==> config.mk <==
export PLATFORM = sky130hd
export DESIGN_NAME = bus_mem_responder
export DESIGN_NICKNAME = d
export VERILOG_FILES = /design/src/rtl/bus_mem_responder.sv
export SDC_FILE = /design/constraint.sdc
export NUM_CORES = 1
export LEC_CHECK = 0
export CORE_MARGIN = 8
export CORE_UTILIZATION = 30
export DETAILED_ROUTE_END_ITERATION = 8
export GPL_ROUTABILITY_DRIVEN = 0
export PLACE_DENSITY = 0.43
export SYNTH_ARGS = -nofsm -noshare
export SYNTH_HDL_FRONTEND = slang
export SYNTH_SLANG_ARGS = --single-unit
==> constraint.sdc <==
create_clock -name ctrl_clk -period 6.9 [get_ports ctrl_clk]
set_input_delay 1.38 -clock ctrl_clk [delete_from_list [all_inputs] [get_ports ctrl_clk]]
set_output_delay 1.38 -clock ctrl_clk [all_outputs]
set_load 0.02 [all_outputs]
==> src/rtl/bus_mem_responder.sv <==
// Single-port word memory responding to the frame-buffer bus with waitrequest handshakes.
// Optional statistics counters are built when BUS_RESP_STATS_EN is defined.
module bus_mem_responder #(
    parameter int DEPTH    = 17,
    parameter int ADDR_W   = 5,
    parameter int READ_LAT = 2
) (
    input  logic        ctrl_clk,
    input  logic        reset_n,
    input  logic [31:0] write_addr,
    input  logic [31:0] iData,
    input  logic        write,
    output logic        write_waitrequest,
    input  logic [31:0] read_addr,
    input  logic        read,
    output logic [31:0] oData,
    output logic        read_waitrequest,
    output logic [15:0] wr_count,
    output logic [15:0] rd_count,
    output logic [15:0] oor_count
);

    typedef enum logic [1:0] {IDLE, WR_ACK, RD_WAIT, RD_ACK} state_t;

    localparam int          LAT_INIT_I = (READ_LAT > 1) ? READ_LAT - 2 : 0;
    localparam logic [3:0]  LAT_INIT   = LAT_INIT_I[3:0];

    function automatic logic is_oor(input logic [31:0] a);
        return (a[31:ADDR_W+2] != '0) || (int'(a[ADDR_W+1:2]) >= DEPTH);
    endfunction

    state_t              state_q, state_d;
    logic                last_wr_q, last_wr_d;
    logic [ADDR_W-1:0]   idx_q, idx_d;
    logic                oor_q, oor_d;
    logic [31:0]         data_q, data_d;
    logic [3:0]          cnt_q, cnt_d;
    logic                abort_q, abort_d;
    logic                wr_wait_q, wr_wait_d;
    logic                rd_wait_q, rd_wait_d;
    logic [31:0]         odata_q, odata_d;

    logic [31:0]         mem [DEPTH];
    logic [ADDR_W-1:0]   rd_idx;
    logic                rd_oor;
    logic [31:0]         rd_word;

    logic                unused_addr_lsbs;
    assign unused_addr_lsbs = ^{write_addr[1:0], read_addr[1:0]};

    // In IDLE the read port looks at the incoming address so a single-cycle latency works
    always_comb begin
        rd_idx  = (state_q == IDLE) ? read_addr[ADDR_W+1:2] : idx_q;
        rd_oor  = (state_q == IDLE) ? is_oor(read_addr) : oor_q;
        rd_word = rd_oor ? 32'd0 : mem[rd_idx];
    end

    always_ff @(posedge ctrl_clk) begin
        if (state_q == WR_ACK && !oor_q) begin
            mem[idx_q] <= data_q;
        end
    end

    always_comb begin
        state_d   = state_q;
        last_wr_d = last_wr_q;
        idx_d     = idx_q;
        oor_d     = oor_q;
        data_d    = data_q;
        cnt_d     = cnt_q;
        abort_d   = abort_q;
        wr_wait_d = 1'b1;
        rd_wait_d = 1'b1;
        odata_d   = odata_q;
        case (state_q)
            IDLE: begin
                if (write && (!read || !last_wr_q)) begin
                    idx_d     = write_addr[ADDR_W+1:2];
                    oor_d     = is_oor(write_addr);
                    data_d    = iData;
                    last_wr_d = 1'b1;
                    wr_wait_d = 1'b0;
                    state_d   = WR_ACK;
                end else if (read) begin
                    idx_d     = read_addr[ADDR_W+1:2];
                    oor_d     = rd_oor;
                    last_wr_d = 1'b0;
                    abort_d   = 1'b0;
                    cnt_d     = LAT_INIT;
                    if (READ_LAT > 1) begin
                        state_d = RD_WAIT;
                    end else begin
                        state_d   = RD_ACK;
                        rd_wait_d = 1'b0;
                        odata_d   = rd_word;
                    end
                end
            end
            WR_ACK: state_d = IDLE;
            RD_WAIT: begin
                // A dropped request is remembered so the transaction finishes silently
                if (!read) begin
                    abort_d = 1'b1;
                end
                if (cnt_q == 4'd0) begin
                    state_d = RD_ACK;
                    if (read && !abort_q) begin
                        rd_wait_d = 1'b0;
                        odata_d   = rd_word;
                    end
                end else begin
                    cnt_d = cnt_q - 4'd1;
                end
            end
            RD_ACK:  state_d = IDLE;
            default: state_d = IDLE;
        endcase
    end

    always_ff @(posedge ctrl_clk or negedge reset_n) begin
        if (!reset_n) begin
            state_q   <= IDLE;
            last_wr_q <= 1'b0;
            idx_q     <= '0;
            oor_q     <= 1'b0;
            data_q    <= '0;
            cnt_q     <= '0;
            abort_q   <= 1'b0;
            wr_wait_q <= 1'b1;
            rd_wait_q <= 1'b1;
            odata_q   <= '0;
        end else begin
            state_q   <= state_d;
            last_wr_q <= last_wr_d;
            idx_q     <= idx_d;
            oor_q     <= oor_d;
            data_q    <= data_d;
            cnt_q     <= cnt_d;
            abort_q   <= abort_d;
            wr_wait_q <= wr_wait_d;
            rd_wait_q <= rd_wait_d;
            odata_q   <= odata_d;
        end
    end

    assign write_waitrequest = wr_wait_q;
    assign read_waitrequest  = rd_wait_q;
    assign oData             = odata_q;

`ifdef BUS_RESP_STATS_EN
    function automatic logic [15:0] sat_inc(input logic [15:0] v, input logic en);
        return (en && v != 16'hFFFF) ? v + 16'd1 : v;
    endfunction

    logic [15:0] wr_cnt_q, wr_cnt_d;
    logic [15:0] rd_cnt_q, rd_cnt_d;
    logic [15:0] oor_cnt_q, oor_cnt_d;

    // Counting happens in the acknowledge cycle, so aborted transfers never count
    always_comb begin
        wr_cnt_d  = sat_inc(wr_cnt_q, !wr_wait_q);
        rd_cnt_d  = sat_inc(rd_cnt_q, !rd_wait_q);
        oor_cnt_d = sat_inc(oor_cnt_q, (!wr_wait_q || !rd_wait_q) && oor_q);
    end

    always_ff @(posedge ctrl_clk or negedge reset_n) begin
        if (!reset_n) begin
            wr_cnt_q  <= '0;
            rd_cnt_q  <= '0;
            oor_cnt_q <= '0;
        end else begin
            wr_cnt_q  <= wr_cnt_d;
            rd_cnt_q  <= rd_cnt_d;
            oor_cnt_q <= oor_cnt_d;
        end
    end

    assign wr_count  = wr_cnt_q;
    assign rd_count  = rd_cnt_q;
    assign oor_count = oor_cnt_q;
`else
    assign wr_count  = 16'd0;
    assign rd_count  = 16'd0;
    assign oor_count = 16'd0;
`endif

endmodule

==> impl_metrics.py, run 1 <==
metrics = {
    "run_status": {
        "status": "finished clean",
    },
    "clock_tree": {
        "clkTransAtPathRegs_ns": 0.06,
        "cts_setup_buffers": 0,
        "numCtsBuffers": 71,
        "cts_buffer_depth": 3,
        "cts_resized": 0,
        "htree_levels": 3,
        "cts.sinks": 624,
        "hold_buffers": 0,
        "clk_latency_ns": 0.61,
        "clockRootBuffer": "clkbuf_16",
        "cts_tree": "done",
    },
    "grt": {
        "grtUsageMet1_pct": 22.06,
        "use_met3_pct": 2.797,
        "track_usage_pct": 16.20,
        "grt_util_met2_pct": 26.41,
        "grt_pass1_wl_mm": 112.4,
        "antenna_found_initial": 0,
        "grt.busiest_layer": "met2",
        "grt_overflow_total": 0,
        "grt_max_degree": 162,
        "grt_pass1_vias": 15510,
    },
    "critical_path": {
        "endpoint_kind": "flip-flop",
        "crit_chain": "clkdlybuf4s50_1, or3b_4, nand2_8, buf_4, mux2i_1, a2111o_1, o211ai_2",
        "worstSetupPathType": "input pin to flip-flop",
        "cp-startpoint": "read_addr[2]",
        "slowest_stage": "buf_4",
        "critPathArrivalTime_ns": 4.82,
        "required_ns": 7.42,
        "cp-start-kind": "input pin",
        "critPathMaxFanout": 72,
        "r2r_start": "state_q[0]",
        "cpPeakStageDelay_ns": 0.77,
    },
    "finish": {
        "nNetsFinal": 1840,
        "fillers": 8089,
        "n_antenna_cell": 0,
        "final_cells": 2940,
        "areaGrowthSynthToFinish_pct": 18.01,
        "drive_above_1_share_pct": 12.08,
    },
    "floorplanning": {
        "core_mm2": 0.08475,
        "die_width_um": 307.6,
        "io-pin-count": 182,
        "dieArea_mm2": 0.09463,
        "dieHeight_um": 307.6,
        "start_util_pct": 30.10,
        "row_count": 107,
    },
    "routing": {
        "ant_nets": 0,
        "finalWirelength_mm": 78.38,
        "drtIter0Drc": 1079,
        "first_pass_iters": 5,
        "wire_per_inst_um": 26.66,
        "drt-vias-per-instance": 5.180,
        "post-route-drc-count": 0,
        "num_vias": 15230,
    },
    "timing": {
        "finalSetupViolCount": 0,
        "post-route-period-util_pct": 62.30,
        "period_needed_ns": 4.299,
        "whs_ns": 0.4808,
        "max-slew-margin-rel_pct": 19.78,
        "finalClockSkew_ns": 0.02067,
        "tightest_slew_ns": 1.199,
        "fin_setup_tns_ns": 0,
        "drv_slew": 0,
        "finalHoldViolCount": 0,
        "layout_setup_ws_ns": 2.601,
        "max_freq_mhz": 232.6,
        "rsz0062_at_grt": "false",
    },
    "yosys": {
        "synth_top_area_share_pct": 64.03,
        "synth_area_mm2": 0.02551,
        "synth_area_leaders": "edfxtp_1, dfrtp_1, a211oi_1, and3_1, mux2i_1",
        "syn_inst": 1628,
        "synth_area_leader_cell": "edfxtp_1",
        "synth_edf_count": 544,
        "yosys_warnings": 0,
        "synth_ff_type": "edfxtp_1",
        "synth_area_per_cell_um2": 15.67,
        "ys_seq_area_share_pct": 71.89,
        "ys_async_sr_fraction_pct": 12.82,
        "ys_ff_latch": 624,
        "ys_types": 56,
    },
    "power_and_ir_drop": {
        "internal-power_uw": 8163,
        "pwr_density_cell_mw_per_mm2": 422.9,
        "clockPowerShare_pct": 28.1,
        "switching_share_pct": 35.88,
        "combPwrFrac_pct": 29.2,
        "irDropWorstVdd_mv": 0.3126,
        "finalPower_uw": 12730,
        "pwr-share-seq_pct": 42.7,
        "p_leak_uw": 0.01004,
        "switching_power_uw": 4568,
    },
    "placed_design": {
        "placed_cells": 2809,
        "portBuffers": 129,
        "dp_worst_setup_slack_ns": 1.983,
        "dp_hpwl_mm": 39.54,
    },
    "flow_run": {
        "drv_cap": 0,
    },
    "worst_hold_path": {
        "min_from": "mem[16][24]",
        "hp-class": "flip-flop to flip-flop",
    },
}
per-layer routing:
metal  up-vias  share of wire, %
li1       6718                 -
met2       442                47
met1      7965                45
met4         0               2.3
met5         -                 0
met3       105               5.2
path summary, 6_finish.rpt:
check | endpoint | slack (ns) | cells past startpoint
max reg2reg | oData[5] | 3.20 | 6
max in group asynchronous | oData[4] | 4.90 | 2
max | oData[16] | 2.60 | 7
min reg2reg | oData[24] | 0.48 | 2
min in group asynchronous | oData[15] | 0.87 | 1
min | oData[24] | 0.48 | 2
layout by cell type, fill, tap and decap left out, types with 18 or more instances in the layout:
master           synthesis  final
a22oi_1                 31     31
o21a_1                  34     32
mux2i_1                 71     71
dfrtp_1                 78     78
clkbuf_16                0     71
a211oi_1               124    124
and3_1                 124    124
buf_4                   63     39
o211ai_1                30     30
nand3_1                 42     41
clkdlybuf4s50_1          0    128
mux2_2                  32     32
conb_1                   1     48
edfxtp_1               544    544
o21ai_0                 39     39
nor2_1                  34     18
a311o_1                 31     31
nor3_1                  35     35
clkbuf_1                59     29
a2111o_1                62     62
a21oi_1                 40     39
cell usage after synthesis, types with 2 or more instances:
cell	number
or4_1	2
nor2_1	34
a2111o_1	62
o22ai_1	2
buf_4	63
a311o_1	31
o21a_1	34
nor4_1	10
buf_2	45
buf_1	2
o21ai_1	4
ha_1	2
clkbuf_1	59
nand3_1	42
o41ai_1	3
inv_1	6
mux2_2	32
o21ai_0	39
o211ai_1	30
mux2i_1	71
a21oi_1	40
dfstp_2	2
dfrtp_1	78
nand2b_1	6
nor4b_2	2
a31oi_4	2
o211ai_2	11
a22oi_1	31
nand4_1	3
nor3b_1	2
nand2_1	16
xnor2_1	2
a211oi_1	124
nor3_1	35
buf_6	10
and3_1	124
nor2b_1	2
edfxtp_1	544
a41o_1	2
nor4b_1	3
sequential cells by signal (all words and copies together), names as in the netlist, named ones only:
register / flops
state_q: 2
idx_q: 5
cnt_q: 4
data_q: 32
write_waitrequest: 1
oData: 32
last_wr_q: 1
abort_q: 1
mem: 544
read_waitrequest: 1
area by class of cell:
cell class | count | area (µm²) | share of cell area [%]
flip-flops and latches | 624 | 18340 | 60.92
multi-input cells | 866 | 6505 | 21.61
clock buffers | 106 | 1968 | 6.537
repair buffers | 169 | 1614 | 5.361
well taps | 1144 | 1431 | 4.754
clock inverters | 25 | 225.2 | 0.7481
inverters | 6 | 22.52 | 0.07481
kinds of logic (layout without fill, tap and decap cells):
family	after synthesis	after routing	share of synthesized area, %
buf+inv	185	306	4.164
simple gates	289	289	6.371
compound gates	422	422	13.20
flops	624	624	71.89
other cells	1	48	0.01470
mux	103	103	4.198
xor+xnor	2	2	0.06867
fa+ha+maj	2	2	0.09807
power by group through the flow:
stage	sequential (µW)	clock, µW	combinational [µW]
floorplan	5300	0	2480
global placement	5510	0	3740
detailed placement	5540	0	3750
CTS	5460	3680	3760
global route	5530	3820	4010
finish	5440	3570	3720
per-stage QoR:
stage          utilization, %  cell area, µm²
3_3_place_gp            32.94           27910
2_1_floorplan               -           25690
6_report                35.53           30110
4_1_cts                 35.53           30110
5_1_grt                 35.53           30110
3_5_place_dp            32.94           27910
worst max-delay path: cells and delay by family:
kind	cells	cell delay [ns]
muxes	1	0.20
and+or+nand+nor	2	0.90
AOI/OAI and AO/OA	2	0.61
buffers and inverters	2	1.51
Note: power is estimated with default switching activity, not from simulation.
==> run 2, diff against run 1 <==
==> constraint.sdc (replaced) <==
create_clock -name ctrl_clk -period 4.37 [get_ports ctrl_clk]
set_input_delay 0.874 -clock ctrl_clk [delete_from_list [all_inputs] [get_ports ctrl_clk]]
set_output_delay 0.874 -clock ctrl_clk [all_outputs]
set_load 0.02 [all_outputs]
==> run 2 against run 1 <==
Cell count grew 0.51%. Power increased by 61%. Sequential share of layout area decreased by 0.89 points. Sequential power grew 58%. Non-clock buffer count is 14 higher. Flip-flop and latch count stayed put. Highest routed layer unchanged. Critical path depth fell by 1. Clock skew barely moved. Register-to-register slack got worse by 2.0 ns.
==> impl_metrics.py, run 2 (synthesis results as in run 1) <==
metrics = {
    "finish": {
        "final_cell_mix": "edfxtp_1, clkdlybuf4s50_1, and3_1, a211oi_1, dfrtp_1",
        "top_register": "mem",
        "areaGrowthSynthToFinish_pct": 19.76,
        "n_antenna_cell": 0,
        "largest_reg_flops": 544,
        "final_cells": 2955,
        "layout_commonest_cell": "edfxtp_1",
        "drive_above_1_share_pct": 13.03,
        "nNetsFinal": 1854,
    },
    "critical_path": {
        "critPathArrivalTime_ns": 3.74,
        "path_buf_inv": 1,
        "required_ns": 4.91,
        "critPathMaxFanout": 20,
        "slowest_stage": "dfrtp_1",
        "cp-start-kind": "flip-flop",
        "cpPeakStageDelay_ns": 0.80,
        "endpoint_kind": "flip-flop",
        "cp_top_family": "compound AO/OA/AOI/OAI gates",
        "r2r_start": "state_q[0]",
        "cp-startpoint": "state_q[0]",
        "crit_chain": "or2_1, o21a_1, buf_12, a211oi_1, a2111o_1, o211ai_2",
        "worstSetupPathType": "flip-flop to flip-flop",
    },
    "placed_design": {
        "placed_cells": 2823,
        "dp_hpwl_mm": 41.72,
        "portBuffers": 129,
    },
    "timing": {
        "finalHoldViolCount": 0,
        "finalClockSkew_ns": 0.02090,
        "finalSetupViolCount": 0,
        "post-route-period-util_pct": 73.22,
        "drv_slew": 0,
        "fin_setup_tns_ns": 0,
        "whs_ns": 0.3970,
        "max-slew-margin-rel_pct": 40.19,
        "rsz0062_at_grt": "false",
        "tightest_slew_ns": 0.8971,
        "max_freq_mhz": 312.5,
        "period_needed_ns": 3.200,
    },
    "clock_tree": {
        "hold_buffers": 0,
        "cts_resized": 0,
        "cts_tree": "done",
        "clockRootBuffer": "clkbuf_16",
        "htree_levels": 3,
        "clkTransAtPathRegs_ns": 0.06,
        "cts_setup_buffers": 0,
        "numCtsBuffers": 71,
        "cts.sinks": 624,
        "cts_buffer_depth": 3,
        "clk_latency_ns": 0.61,
    },
    "grt": {
        "grt_max_degree": 83,
        "antenna_found_initial": 0,
        "track_usage_pct": 16.17,
        "grt_pass1_wl_mm": 112.9,
        "grt_pass1_vias": 15470,
        "grt_overflow_total": 0,
    },
    "routing": {
        "num_vias": 15290,
        "wire_per_inst_um": 26.46,
        "ant_nets": 0,
        "first_pass_iters": 4,
        "finalWirelength_mm": 78.19,
        "drt-vias-per-instance": 5.174,
        "post-route-drc-count": 0,
        "drtIter0Drc": 1139,
    },
    "floorplanning": {
        "die_width_um": 307.6,
        "dieHeight_um": 307.6,
        "core_mm2": 0.08475,
        "io-pin-count": 182,
        "start_util_pct": 30.10,
        "dieArea_mm2": 0.09463,
        "row_count": 107,
    },
    "flow_run": {
        "drv_cap": 0,
    },
    "power_and_ir_drop": {
        "p_leak_uw": 0.01024,
        "pwr_density_cell_mw_per_mm2": 671.6,
        "finalPower_uw": 20520,
        "irDropWorstVdd_mv": 0.3979,
    },
    "worst_hold_path": {
        "hp-class": "input pin to asynchronous set/reset pin",
    },
    "run_status": {
        "status": "finished clean",
    },
}
-- run 2: cell count changes in the layout (fill, tap and decap cells not counted), sizes merged --
cell,previous run,this run
buf,41,55
bufinv,2,3
clkbuf,106,101
clkinv,16,23
clkinvlp,2,0
-- run 2: worst reg2reg max path, cell delays in order (launching register included) --
cell and delay, ns:
dfrtp_1 0.80, or2_1 0.78, o21a_1 0.65, buf_12 0.26
a211oi_1 0.08, a2111o_1 0.43, o211ai_2 0.14
-- run 2: final timing paths --
check | slack, ns | end | cells past startpoint
max in group asynchronous | 3.06 | read_waitrequest | 2
min in group ctrl_clk | 0.48 | oData[15] | 2
setup reg to reg | 1.17 | oData[15] | 6
hold reg to reg | 0.48 | oData[15] | 2
setup / recovery | 1.17 | oData[15] | 6
hold / removal | 0.40 | oData[16] | 1
-- run 2: cell type report --
type	count	area [µm²]
fill	7980	54190
sequential	624	18340
multi-input combinational	866	6496
clock buffer	101	2023
timing repair buffer	183	1969
tap	1144	1431
clock inverter	31	270.3
inverter	6	22.52
-- run 2: layer usage --
metal	wire, µm	global-route usage [%]	up-vias
li1	-	-	6748
met1	35110	21.93	8016
met2	37760	27.01	434
met3	4010	2.598	92
met4	1309	3.902	0
met5	0	0	-
-- run 2: power breakdown --
| group | switching (µW) | total (µW) | leakage [µW] | internal [µW] |
|---|---|---|---|---|
| clock | 2440 | 5870 | 0.00113 | 3430 |
| sequential | 964 | 8590 | 0.00588 | 7620 |
| combinational | 3910 | 6070 | 0.00323 | 2150 |
| total | 7310 | 20500 | 0.0102 | 13200 |
-- run 2: through the flow --
step                utilization [%]  instance area, µm²  setup WS [ns]
finish                        36.05               30550          1.170
global route                  36.05               30550         0.9908
CTS                           36.05               30550          1.126
detailed placement            33.35               28260         0.9130
global placement              33.35               28260         0.9416
floorplan                         -               25690         0.9024
==> patch 1 (settings of run 2) <==
The 4 states of `state_t` get a one-hot encoding in 4 bits.
--- a/src/rtl/bus_mem_responder.sv
+++ b/src/rtl/bus_mem_responder.sv
@@ -20,7 +20,7 @@
     output logic [15:0] oor_count
 );
 
-    typedef enum logic [1:0] {IDLE, WR_ACK, RD_WAIT, RD_ACK} state_t;
+    typedef enum logic [3:0] {IDLE = 4'b0001, WR_ACK = 4'b0010, RD_WAIT = 4'b0100, RD_ACK = 4'b1000} state_t;
 
     localparam int          LAT_INIT_I = (READ_LAT > 1) ? READ_LAT - 2 : 0;
     localparam logic [3:0]  LAT_INIT   = LAT_INIT_I[3:0];
Behaviour: same outputs for any inputs over 4 cycles, from zero or initial values and one cycle with reset_n low; so few cycles prove little.
==> patch 1 against run 2 <==
Sequential cell count rose by 2; cell count rose by 0.91%; design area decreased by 3.9%; wire length down 15%; fmax decreased by 2.2%; combinational power fell by 11%; sequential power about the same; first-iteration DRC count decreased by 33%; worst setup slack lost 0.071 ns; clock skew shrank 0.0039 ns; synthesized area down 3.4%; power is 5.2% lower; highest routed layer unchanged.
==> patch 1: results (changes against run 2) <==
Parameter                              Value

Outcome
  Outcome    completed (unchanged)

Layout
  Non-clock buffer area fraction after layout    5.997% (was 6.446%)
  Fraction of standard cell area in multi-input logic    19.61% (was 21.26%)
  Number of flip-flops and latches    626 (was 624)
  Area of all sequential standard cells    0.01839 mm2 (was 0.01834 mm2)
  Nonclk inv count    3 (was 6)
  Count of plain and timing-repair buffers in the layout    172 (was 183)
  Clock tree buffer count of the final layout    104 (was 101)
  Multi-input combinational cell count    984 (was 866)
  Clock-cell share    7.186% (was 7.506%)
  Fraction of layout cells with a size suffix above 1    10.56% (was 13.03%)

Logic synthesis
  Yosys cell types    50 (was 56)
  Synth area leaders    edfxtp_1 (66%), dfrtp_1 (8.0%), nand2_1 (5.9%) (was edfxtp_1 (64%), dfrtp_1 (7.7%), a211oi_1 (3.6%))
  Adder and majority cell fraction of the synthesized area    0.05076% (was 0.09809%)
  Synthesized-area fraction occupied by xor and xnor cells    0.07107% (was 0.06866%)
  Compound-cell area share of the yosys netlist    3.437% (was 13.20%)
  Post-synthesis sequential area ratio    74.61% (was 71.89%)
  List of most frequent post-synthesis cells    edfxtp_1 (544), nand2_1 (385), nand3_1 (186) (was edfxtp_1 (544), a211oi_1 (124), and3_1 (124))
  Proportion of synthesized flip-flops having asynchronous set or reset    13.10% (was 12.82%)

Global route
  GR Layer Usage met1    18.85% (was 21.93%)
  Met2 track demand over resource in global routing    24.65% (was 27.01%)
  Largest net degree at the start of global routing    126 (was 83)
  Global-route usage over all layers    14.41% (was 16.17%)
  Wire length of the first global-routing pass    97.42 mm (was 112.9 mm)
  Met3 Resource Use GR    2.596% (was 2.598%)

Detailed routing
  Initial DRT Pass Iterations    5 (was 4)
  DRT Wirelength    66.48 mm (was 78.19 mm)
  Iter 0 DRT Violations    766 (was 1139)
  Met2 wire length    33.02 mm (was 37.76 mm)
  Total routed wire length on the met1 layer    29.48 mm (was 35.11 mm)
  Met3 wire length    2.753 mm (was 4.010 mm)

Timing
  Setup clock skew after layout    0.01698 ns (was 0.02090 ns)
  Max-slew headroom at the worst pin    37.20% (was 40.19%)
  Final cycle utilization of the critical path    74.84% (was 73.22%)

Worst setup path
  Cell family with most CP delay    simple AND/OR/NAND/NOR gates (was compound AO/OA/AOI/OAI gates)
  Crit-path max FO    39 (was 20)
  Worst Reg-to-Reg Cells    7 (was 6)
  Slowest stage cell, crit path    mux2_4 (was dfrtp_1)
  Largest incremental delay on the critical path    0.71 ns (was 0.80 ns)
  Capture instance of the worst register-to-register path    oData[4] (was oData[15])
  Crit path launch    state_q[0] (unchanged)

Placement
  Dpl hpwl    35.66 mm (was 41.72 mm)
  Count of port buffers added during placement    129 (unchanged)

Power and ir drop
  Pint    12.69 mW (was 13.21 mW)
  Reported combinational group power    5.39 mW (was 6.07 mW)
  Largest voltage drop on the vdd net    0.6259 mV (was 0.3979 mV)
  Power consumed by sequential cells    8.60 mW (was 8.59 mW)
  Leakage power figure    10.15 nW (was 10.24 nW)

CTS
  Number of buffers created by CTS    70 (was 71)
## patch 1: cell count changes after synthesis, moves of 30 or more
cell | before | now
o21a_1 | 34 | 0
nand4_1 | 3 | 34
nand2_1 | 16 | 385
nor3_1 | 35 | 5
o21ai_0 | 39 | 4
mux2i_1 | 71 | 105
a21oi_1 | 40 | 8
nand3_1 | 42 | 186
a311o_1 | 31 | 0
a211oi_1 | 124 | 0
a2111o_1 | 62 | 0
a31oi_1 | 1 | 32
and3_1 | 124 | 0
## patch 1: per-stage QoR
stage	cells	utilization [%]	total power, mW	area, um2	hold slack (ns)
finish	2982	35.95	19.44	29370	0.4117
global route	2982	35.95	20.55	29370	0.4403
CTS	2982	35.95	19.84	29370	0.4289
detailed placement	2855	33.36	14.32	27260	0.4595
global placement	2855	33.36	14.23	27260	0.4588
floorplan	1757	-	11.98	24830	0.4485
==> patch 2 (settings of run 2) <==
Made on the original files. The option `BUS_RESP_STATS_EN` is turned on by a define.
--- a/src/rtl/bus_mem_responder.sv
+++ b/src/rtl/bus_mem_responder.sv
@@ -1,5 +1,7 @@
 // Single-port word memory responding to the frame-buffer bus with waitrequest handshakes.
 // Optional statistics counters are built when BUS_RESP_STATS_EN is defined.
+`define BUS_RESP_STATS_EN
+
 module bus_mem_responder #(
     parameter int DEPTH    = 17,
     parameter int ADDR_W   = 5,
Check against the original RTL: not equivalent (a bounded check fails within 4 cycles, from zero or initial values and one cycle with reset_n low).
==> patch 2 against run 2 <==
Sequential power rose by 5.8%; cell count increased by 11%; sequential share of layout area grew 0.50 points; synthesized area increased by 3.7%; worst setup slack improved by 0.34 ns; count of clock-buffer cells in the layout is 13 higher; power rose by 1.0%; utilization rose by 0.70 points; sequential cell count rose by 48; wire length fell by 7.8%; design area increased by 5.7%; die area is 3.5% higher; via count increased by 3.3%.
==> patch 2: results (changes against run 2) <==
Parameter                              Value

Outcome
  Outcome    completed (unchanged)

Logic synthesis
  Synth area leaders    edfxtp_1 (62%), dfrtp_1 (12%), nand2_1 (6.0%) (was edfxtp_1 (64%), dfrtp_1 (7.7%), a211oi_1 (3.6%))
  Proportion of synthesized flip-flops having asynchronous set or reset    19.05% (was 12.82%)
  Post-synthesis sequential area ratio    73.90% (was 71.89%)
  Yosys cell types    56 (unchanged)
  Post-synth top flop    edfxtp_1 (unchanged)
  Total of warnings raised by yosys    0 (unchanged)
  List of most frequent post-synthesis cells    edfxtp_1 (544), nand2_1 (426), nand3_1 (173) (was edfxtp_1 (544), a211oi_1 (124), and3_1 (124))
  Count of flip-flops with a built-in enable after synthesis    544 (unchanged)
  Cells after synthesis    1849 (was 1628)
  Post-synth net total    1954

CTS
  Clock Pin Slew Worst Setup and Hold Paths    0.06 ns (about the same)
  CTS-repair resized insts    0 (unchanged)
  Cell chosen for the clock root    clkbuf_16 (unchanged)
  Clock latency of the later-clocked register in the worst-skew pair    0.61 ns (about the same)
  Max H-tree Level    3 (unchanged)
  Number of buffers inserted by post-CTS setup repair    0 (unchanged)
  Number of buffers created by CTS    76 (was 71)
  Maximum clock insertion buffer count    3 (unchanged)

Layout
  Max FFs per register    544 (unchanged)
  Final net count    2156 (was 1854)
  Post-route standard cell area excluding fillers    0.03228 mm2 (was 0.03055 mm2)
  Fill cell instance count of the final layout    8403 (was 7980)
  Final std cells w/o fill    3280 (was 2955)
  Fraction of layout cells with a size suffix above 1    10.88% (was 13.03%)
  Register with the most flip-flops    mem (unchanged)

Placement
  Setup Slack @ Placement    0.8664 ns (was 0.9130 ns)
  Instance area at placement    0.02975 mm2 (was 0.02826 mm2)
  Cell count after placement    3138 (was 2823)
  Count of port buffers added during placement    177 (was 129)
  Dpl hpwl    39.92 mm (was 41.72 mm)

Worst setup path
  Worst-case register-to-register setup slack    1.51 ns (was 1.17 ns)
  Crit-path max FO    18 (was 20)
  Largest incremental delay on the critical path    0.69 ns (was 0.80 ns)
  Slowest stage cell, crit path    nor2_4 (was dfrtp_1)
  Data required time of the critical path    4.63 ns (was 4.91 ns)

Global route
  Global-route usage over all layers    14.35% (was 16.17%)
  Wire length of the first global-routing pass    106.8 mm (was 112.9 mm)
  Antenna violations before repair    0 (unchanged)
  Largest net degree at the start of global routing    79 (was 83)
  Number of global-route vias before repair    16070 (was 15470)

Detailed routing
  Mean number of vias per cell    4.814 (was 5.174)
  DRT Wirelength    72.10 mm (was 78.19 mm)
  Initial DRT Pass Iterations    4 (unchanged)
  Iter 0 DRT Violations    952 (was 1139)

Timing
  Setup clock skew after layout    0.01968 ns (was 0.02090 ns)
  Worst hold margin    0.2609 ns (was 0.3970 ns)
  Slew at the pin closest to its max-slew limit    0.9072 ns (was 0.8971 ns)
  Max frequency    350.1 MHz (was 312.5 MHz)

Worst hold path
  Class of the most critical hold timing path    in -> async (unchanged)

Power and ir drop
  Leakage power figure    11.21 nW (was 10.24 nW)
  Largest voltage drop on the vdd net    0.4070 mV (was 0.3979 mV)
==> patch 2: logic make-up (layout without fill, tap and decap cells) <==
kind of cell,count (synthesis),after routing,share of synthesized area (%)
AND/OR/NAND/NOR,784,784,13.64
flip-flops,672,672,73.90
AO/OA/AOI/OAI,132,132,4.017
multiplexers,106,106,4.187
buffers and inverters,106,371,2.569
XOR/XNOR,44,44,1.457
adder cells (fa/ha/maj),5,5,0.2366
other,0,1,0
==> patch 2: final cells by class <==
| cell class | instances | share of cell area, % |
|---|---|---|
| clock inverter | 27 | 1.058 |
| antenna | 1 | 0.007751 |
| multi-input combinational | 1071 | 19.77 |
| timing repair buffer | 223 | 7.259 |
| inverter | 7 | 0.08139 |
| clock buffer | 114 | 6.775 |
| tap | 1165 | 4.515 |
| sequential | 672 | 60.53 |
==> patch 2: where the power goes <==
part,leakage [nW],internal [mW],switching (mW)
Clock,1.24,3.88,2.52
Sequential,6.54,8.11,0.986
Combinational,3.43,1.90,3.33
==> patch 2: worst paths after layout <==
path / startpoint / to / depth (start not counted)
hold / removal: reset_n / data_q[4] / 1
min in group ctrl_clk: mem[16][31] / oData[31] / 2
setup reg to reg: state_q[1] / mem[8][29] / 4
setup / recovery: state_q[1] / mem[8][29] / 4
max in group asynchronous: reset_n / idx_q[0] / 2
hold reg to reg: mem[16][31] / oData[31] / 2
==> patch 2: per-layer routing <==
layer	share of wire, %	GRT usage, %
met1	45	18.80
met2	50	24.81
met3	3.3	2.048
met4	1.7	3.893
met5	0	0
==> patch 2: worst max-delay path, delay by kind of cell, from the launching register on <==
| family | cells | cell delay [ns] |
|---|---|---|
| and+or+nand+nor | 3 | 1.55 |
| DFF | 1 | 0.49 |
| buffers and inverters | 1 | 0.46 |
